$ cat src/rtl/mips32_prog_loader.sv
// rtl/mips32_prog_loader.sv - host-side command loader: program/data load, run control, memory dump
`timescale 1ns/1ps
module mips32_prog_loader #(
  parameter int DATA_W  = 32,
  parameter int ADDR_W  = 8,
  parameter int MAX_RUN = 1024,
  parameter int CNT_W   = 13
) (
  input  logic              clk1,
  input  logic              rst,
  input  logic              cmd_valid,
  output logic              cmd_ready,
  input  logic [DATA_W-1:0] cmd_data,
  output logic              mem_sel,
  output logic              mem_we,
  output logic              mem_re,
  output logic [ADDR_W-1:0] mem_addr,
  output logic [DATA_W-1:0] mem_wdata,
  input  logic [DATA_W-1:0] mem_rdata,
  output logic              cpu_run,
  input  logic              cpu_halted,
  output logic              out_valid,
  input  logic              out_ready,
  output logic [DATA_W-1:0] out_data,
  output logic              busy,
  output logic              done,
  output logic              timeout,
  output logic              bad_cmd
);

  localparam int RUN_W = $clog2(MAX_RUN + 1);

  typedef enum logic [2:0] {
    S_IDLE, S_LOAD, S_RUN, S_DUMP_RD, S_DUMP_WAIT, S_DUMP_OUT
  } state_t;

  state_t            state, state_nxt;
  logic [2:0]        op;
  logic [CNT_W-1:0]  hdr_cnt;
  logic [ADDR_W-1:0] hdr_base;
  logic              unused_hdr;
  logic [CNT_W-1:0]  cnt_r, k;
  logic [ADDR_W-1:0] ptr, wr_addr;
  logic [RUN_W-1:0]  run_cnt;
  logic              sel;
  logic              last_word;
  logic              run_limit;

  assign op         = cmd_data[31:29];
  assign hdr_cnt    = cmd_data[16 +: CNT_W];
  assign hdr_base   = cmd_data[ADDR_W-1:0];
  assign unused_hdr = ^cmd_data[15:ADDR_W];
  assign last_word  = (k + CNT_W'(1)) == cnt_r;
  assign run_limit  = run_cnt == RUN_W'(MAX_RUN - 1);
  assign mem_sel    = sel;

  always_ff @(posedge clk1) begin
    if (rst) state <= S_IDLE;
    else     state <= state_nxt;
  end

  always_comb begin
    state_nxt = state;
    case (state)
      S_IDLE: begin
        if (cmd_valid) begin
          case (op)
            3'b000, 3'b001: state_nxt = (hdr_cnt == '0) ? S_IDLE : S_LOAD;
            3'b010:         state_nxt = S_RUN;
            3'b011, 3'b100: state_nxt = (hdr_cnt == '0) ? S_IDLE : S_DUMP_RD;
            default:        state_nxt = S_IDLE;
          endcase
        end
      end
      S_LOAD:      if (cmd_valid && last_word) state_nxt = S_IDLE;
      S_RUN:       if (cpu_halted || run_limit) state_nxt = S_IDLE;
      S_DUMP_RD:   state_nxt = S_DUMP_WAIT;
      S_DUMP_WAIT: state_nxt = S_DUMP_OUT;
      S_DUMP_OUT:  if (out_ready) state_nxt = last_word ? S_IDLE : S_DUMP_RD;
      default:     state_nxt = S_IDLE;
    endcase
  end

  always_comb begin
    cmd_ready = (state == S_IDLE) || (state == S_LOAD);
    busy      = state != S_IDLE;
    cpu_run   = state == S_RUN;
    mem_re    = state == S_DUMP_RD;
    out_valid = state == S_DUMP_OUT;
    mem_addr  = (state == S_DUMP_RD) ? ptr : wr_addr;
  end

  // ptr walks base+k modulo the memory depth for both loads and dumps
  always_ff @(posedge clk1) begin
    if (rst) begin
      sel       <= 1'b0;
      cnt_r     <= '0;
      k         <= '0;
      ptr       <= '0;
      wr_addr   <= '0;
      run_cnt   <= '0;
      mem_we    <= 1'b0;
      mem_wdata <= '0;
      out_data  <= '0;
      done      <= 1'b0;
      timeout   <= 1'b0;
      bad_cmd   <= 1'b0;
    end else begin
      mem_we <= 1'b0;
      case (state)
        S_IDLE: begin
          if (cmd_valid) begin
            case (op)
              3'b000, 3'b001, 3'b011, 3'b100: begin
                sel   <= (op == 3'b001) || (op == 3'b100);
                cnt_r <= hdr_cnt;
                ptr   <= hdr_base;
                k     <= '0;
              end
              3'b010: begin
                done    <= 1'b0;
                timeout <= 1'b0;
                run_cnt <= '0;
              end
              default: bad_cmd <= 1'b1;
            endcase
          end
        end
        S_LOAD: begin
          if (cmd_valid) begin
            mem_we    <= 1'b1;
            wr_addr   <= ptr;
            mem_wdata <= cmd_data;
            ptr       <= ptr + ADDR_W'(1);
            k         <= k + CNT_W'(1);
          end
        end
        S_RUN: begin
          run_cnt <= run_cnt + RUN_W'(1);
          if (cpu_halted)     done    <= 1'b1;
          else if (run_limit) timeout <= 1'b1;
        end
        S_DUMP_WAIT: out_data <= mem_rdata;
        S_DUMP_OUT: begin
          if (out_ready) begin
            ptr <= ptr + ADDR_W'(1);
            k   <= k + CNT_W'(1);
          end
        end
        default: ;
      endcase
    end
  end

endmodule

$ cat config.mk
export PLATFORM = sky130hd
export DESIGN_NAME = mips32_prog_loader
export DESIGN_NICKNAME = d
export VERILOG_FILES = /design/src/rtl/mips32_prog_loader.sv
export SDC_FILE = /design/constraint.sdc
export NUM_CORES = 1
export LEC_CHECK = 0
export CAP_MARGIN = 20
export CORE_UTILIZATION = 45
export CTS_BUF_LIST = sky130_fd_sc_hd__clkbuf_8
export DETAILED_ROUTE_END_ITERATION = 7
export PLACE_DENSITY = 0.81
export SKIP_CTS_REPAIR_TIMING = 1
export SYNTH_ARGS = -nofsm -noshare
export SYNTH_HDL_FRONTEND = slang
export SYNTH_SLANG_ARGS = --single-unit
$ cat constraint.sdc
create_clock -name clk1 -period 2.2 [get_ports clk1]
set_input_delay 0.44 -clock clk1 [delete_from_list [all_inputs] [get_ports clk1]]
set_output_delay 0.44 -clock clk1 [all_outputs]
set_load 0.05 [all_outputs]
==> run summary <==
The layout cell share with drive strength beyond 1 came out at 15.7%. The via count of the first global-routing pass is 5,388. The net switching power of the design is 2.40 mW.

The share of synthesized flip-flops with an asynchronous set or reset is 0%. After clock tree synthesis, the clock-pin slew on the worst setup and hold paths is 70 ps. The power density normalized to cell area is 879 mW/mm^2. The first TritonRoute pass finished after 5 iterations.

The register area came out at 0.00251 mm^2. The number of pins with negative max-slew slack in the final report is 0. The total wire length after detailed routing came out at 15,900 um. The post-synthesis net count came out at 785. Among all stages on the critical path, the largest delay is contributed by or3b_2.

The worst slack at placement is -209 ps. The count of inserted antenna diode cells came out at 0. Summed over all cells, the static leakage comes to 3.09 nW.

The total die area came out at 0.0128 mm^2. In this run the clock root is driven by a clkbuf_8. The clock net sink count is 125.

The die is 113 um tall. STA classifies the critical path startpoint as a flip-flop. The count of input and output buffers is 150. The data required time at the worst endpoint is 1760 ps. The data arrival time of the critical path came out at 1700 ps. The maximum number of pins on one net before global-route repair came out at 76. After global routing the overflow that remains totals 0. The synthesis-to-layout area growth came out at 46.5%. The number of antenna violations at the first check in global routing is 0. Headroom to the max-slew limit came out at 62.5%.

The share of the yosys chip area belonging to registers came out at 45.1%. The number of different library cells in the post-synthesis netlist is 52. The final setup TNS is 0 ps.

Counting every instance in the synthesized netlist gives 713. The combined area of the multi-input logic cells is 0.00284 mm^2. The total clock buffers created by CTS is 17. The detailed router finished its first iteration with 416 violations.

TritonCTS built the clock tree. The global placement routability congestion came out at 0.911. The critical path is of the flip-flop to output pin type. The first-pass GRT wire length came out at 25,900 um. The number of top-level pins came out at 151.

The post-detailed-route DRC marker count is 0. The number of warnings reported in the yosys synthesis log is 0. For the finished layout, the period the worst path requires is 2140 ps. The cell area after placement is 0.00760 mm^2. Detailed placement finished with a half-perimeter wire length of 11,000 um. The worst setup margin came out at 61.3 ps. The fraction of power consumed by combinational cells came out at 31.9%. The number of routed nets with antenna violations came out at 0.

The number of maximum-capacitance constraint violations came out at 0. Clock latency on the worst-skew pair, taken at its later pin, is 450 ps. The count of endpoints failing setup in the final report is 0. Dividing the synthesized area by the synthesized cell count gives 7.77 um^2. The delay of the slowest critical-path stage is 480 ps. The power after layout is 7.14 mW. In the routed layout, each cell is associated on average with a via count of 5.32. The top cell types in the final layout, fill and taps aside, are nand2_1 (178), clkdlybuf4s50_1 (136), dfxtp_1 (119).

Dividing the detail-routed wire length by the instance count gives 14.9 um. The critical path starts at state[2]$_SDFFE_PP0P_. The total global-route track usage is 25.7%. The clock skew came out at 10.8 ps. The actual transition at the worst max-transition pin came out at 561 ps. The min-delay analysis places its worst path in the category primary input to flip-flop. In the synthesized netlist the dominant register cell turns out to be dfxtp_1. The maximum clock insertion buffer count came out at 2. The floorplan step defined a core boundary enclosing 0.0120 mm^2. The number of register bits inferred by synthesis is 125. The cell area that synthesis handed to floorplanning was 0.00554 mm^2.

The maximum fanout along the worst path came out at 8. The number of hold-slack violations in the final timing report is 0. The maximum frequency from static timing analysis came out at 468 MHz. The number of inserted filler cells in the final layout came out at 966.

The maximum level of the CTS H-tree came out at 4. The starting density of the core came out at 46.1%. The proportion of netlist area held by the largest area contributor is 45.1%.

The horizontal extent of the die came out at 113 um. In this run the critical register-to-register path is launched from k[1]$_SDFFE_PP0P_. The number of nets in the final layout is 974. The largest total area in the synthesized netlist belongs to dfxtp_1. The site row count came out at 40. The worst IR drop on VDD is 0.000550 V. Of the total power, registers draw 36.4%. Setup repair after global routing could not meet its margin everywhere. The detailed-route via count is 5,645.

The run finished with clean final reports. Traced cell by cell, the critical path runs through or3b_2, buf_4, inv_2, buf_12. The startpoint of the worst hold path is rst. The clock share of power is 31.7%. The number of synthesized flops with an enable pin came out at 0. Leaving out fill and tap cells, the most frequent cell in the layout is nand2_1. The fraction of power spent switching nets is 33.7%. By area the synthesized netlist is led by dfxtp_1 (45%), nand2_1 (12%), a21oi_1 (9.1%), nor2_1 (4.5%), mux2i_1 (3.1%). Internal power comes to 4.74 mW. STA classifies the critical path endpoint as an output pin. Once layout is done, the placed cells without fillers occupy 0.00812 mm^2. In the finished design, the share of the clock period the worst path needs comes to 97.2%.
[state kept, by name (all words and copies together) (netlist names)]
register and flops:
k 13, mem_we 1, cnt_r 13, done 1, mem_sel 1, timeout 1
out_data 32, wr_addr 8, state 3, run_cnt 11, mem_wdata 32, bad_cmd 1
ptr 8
[metrics by stage]
step,util (%),cells,hold slack [ps]
CTS,67.0,1059,331
finish,67.6,1062,350
floorplan,-,713,433
global route,67.6,1062,342
detailed placement,63.2,1027,446
global placement,63.2,1027,440
[cells by family (layout without fill, tap and decap cells)]
| group | count (synthesis) | after routing | share of synthesized area, % |
|---|---|---|---|
| buffers and inverters | 58 | 260 | 4.42 |
| multiplexers | 23 | 23 | 4.29 |
| adder cells (fa/ha/maj) | 3 | 3 | 0.677 |
| flip-flops | 125 | 125 | 45.1 |
| XOR/XNOR | 20 | 20 | 3.16 |
| AO/OA/AOI/OAI | 155 | 155 | 15.8 |
| AND/OR/NAND/NOR | 329 | 329 | 26.5 |
[worst max-delay path: cells and delay by family (launching register included)]
family,cells,cell delay [ps]
and+or+nand+nor,1,480
buffers and inverters,3,390
DFF,1,380
[routing by layer]
metal  global-route usage [%]  vias up  routed length, um
li1                         -     2811                  -
met1                     33.0     2646               7110
met2                     41.2      165               7500
met3                     7.45       23                985
met4                     9.39        0                263
met5                        0        -                  0
[power by group through the flow]
stage	Clock, mW	Sequential, mW	Combinational, mW
4_1_cts	2.30	2.59	2.23
3_3_place_gp	0	2.64	2.20
5_1_grt	2.40	2.62	2.44
3_5_place_dp	0	2.64	2.21
2_1_floorplan	0	2.91	1.05
6_report	2.26	2.60	2.28
[synthesized netlist by cell type, types with 2 or more instances]
master and number:
nor3_1 11, nor3b_1 5, nor2b_1 3, a22oi_1 4, nand2_1 178, a21o_1 2
nor2_1 66, xor2_1 9, nand3_1 12, and3_1 9, xnor2_1 11, o31ai_1 2
a221oi_1 3, clkbuf_1 39, nor4_1 9, mux2_2 6, o21ai_0 23, or3_1 4
mux2i_1 17, a31o_2 2, or4_1 4, nand2b_1 4, a211oi_1 2, nand4_1 7
nand3b_1 3, and2_1 5, buf_2 7, inv_1 8, ha_1 3, a31oi_1 6
buf_6 2, a311oi_1 3, dfxtp_1 125, a21oi_1 101
[worst paths after layout]
check | endpoint | slack (ps) | cells after the start
max | cpu_run | 60 | 4
min | run_cnt[0]$_SDFFE_PP0P_ | 350 | 2
max reg2reg | state[1]$_SDFFE_PP0P_ | 80 | 7
min reg2reg | out_data[3]$_SDFFE_PP0P_ | 450 | 2
[layout make-up]
cell class / count / share of cell area, %
inverter: 8 / 0.370
clock inverter: 11 / 2.02
tap: 147 / 2.26
timing repair buffer: 220 / 25.9
multi-input combinational: 530 / 34.9
sequential: 125 / 31.0
clock buffer: 21 / 3.56
Note: power is estimated with default switching activity, not from simulation.
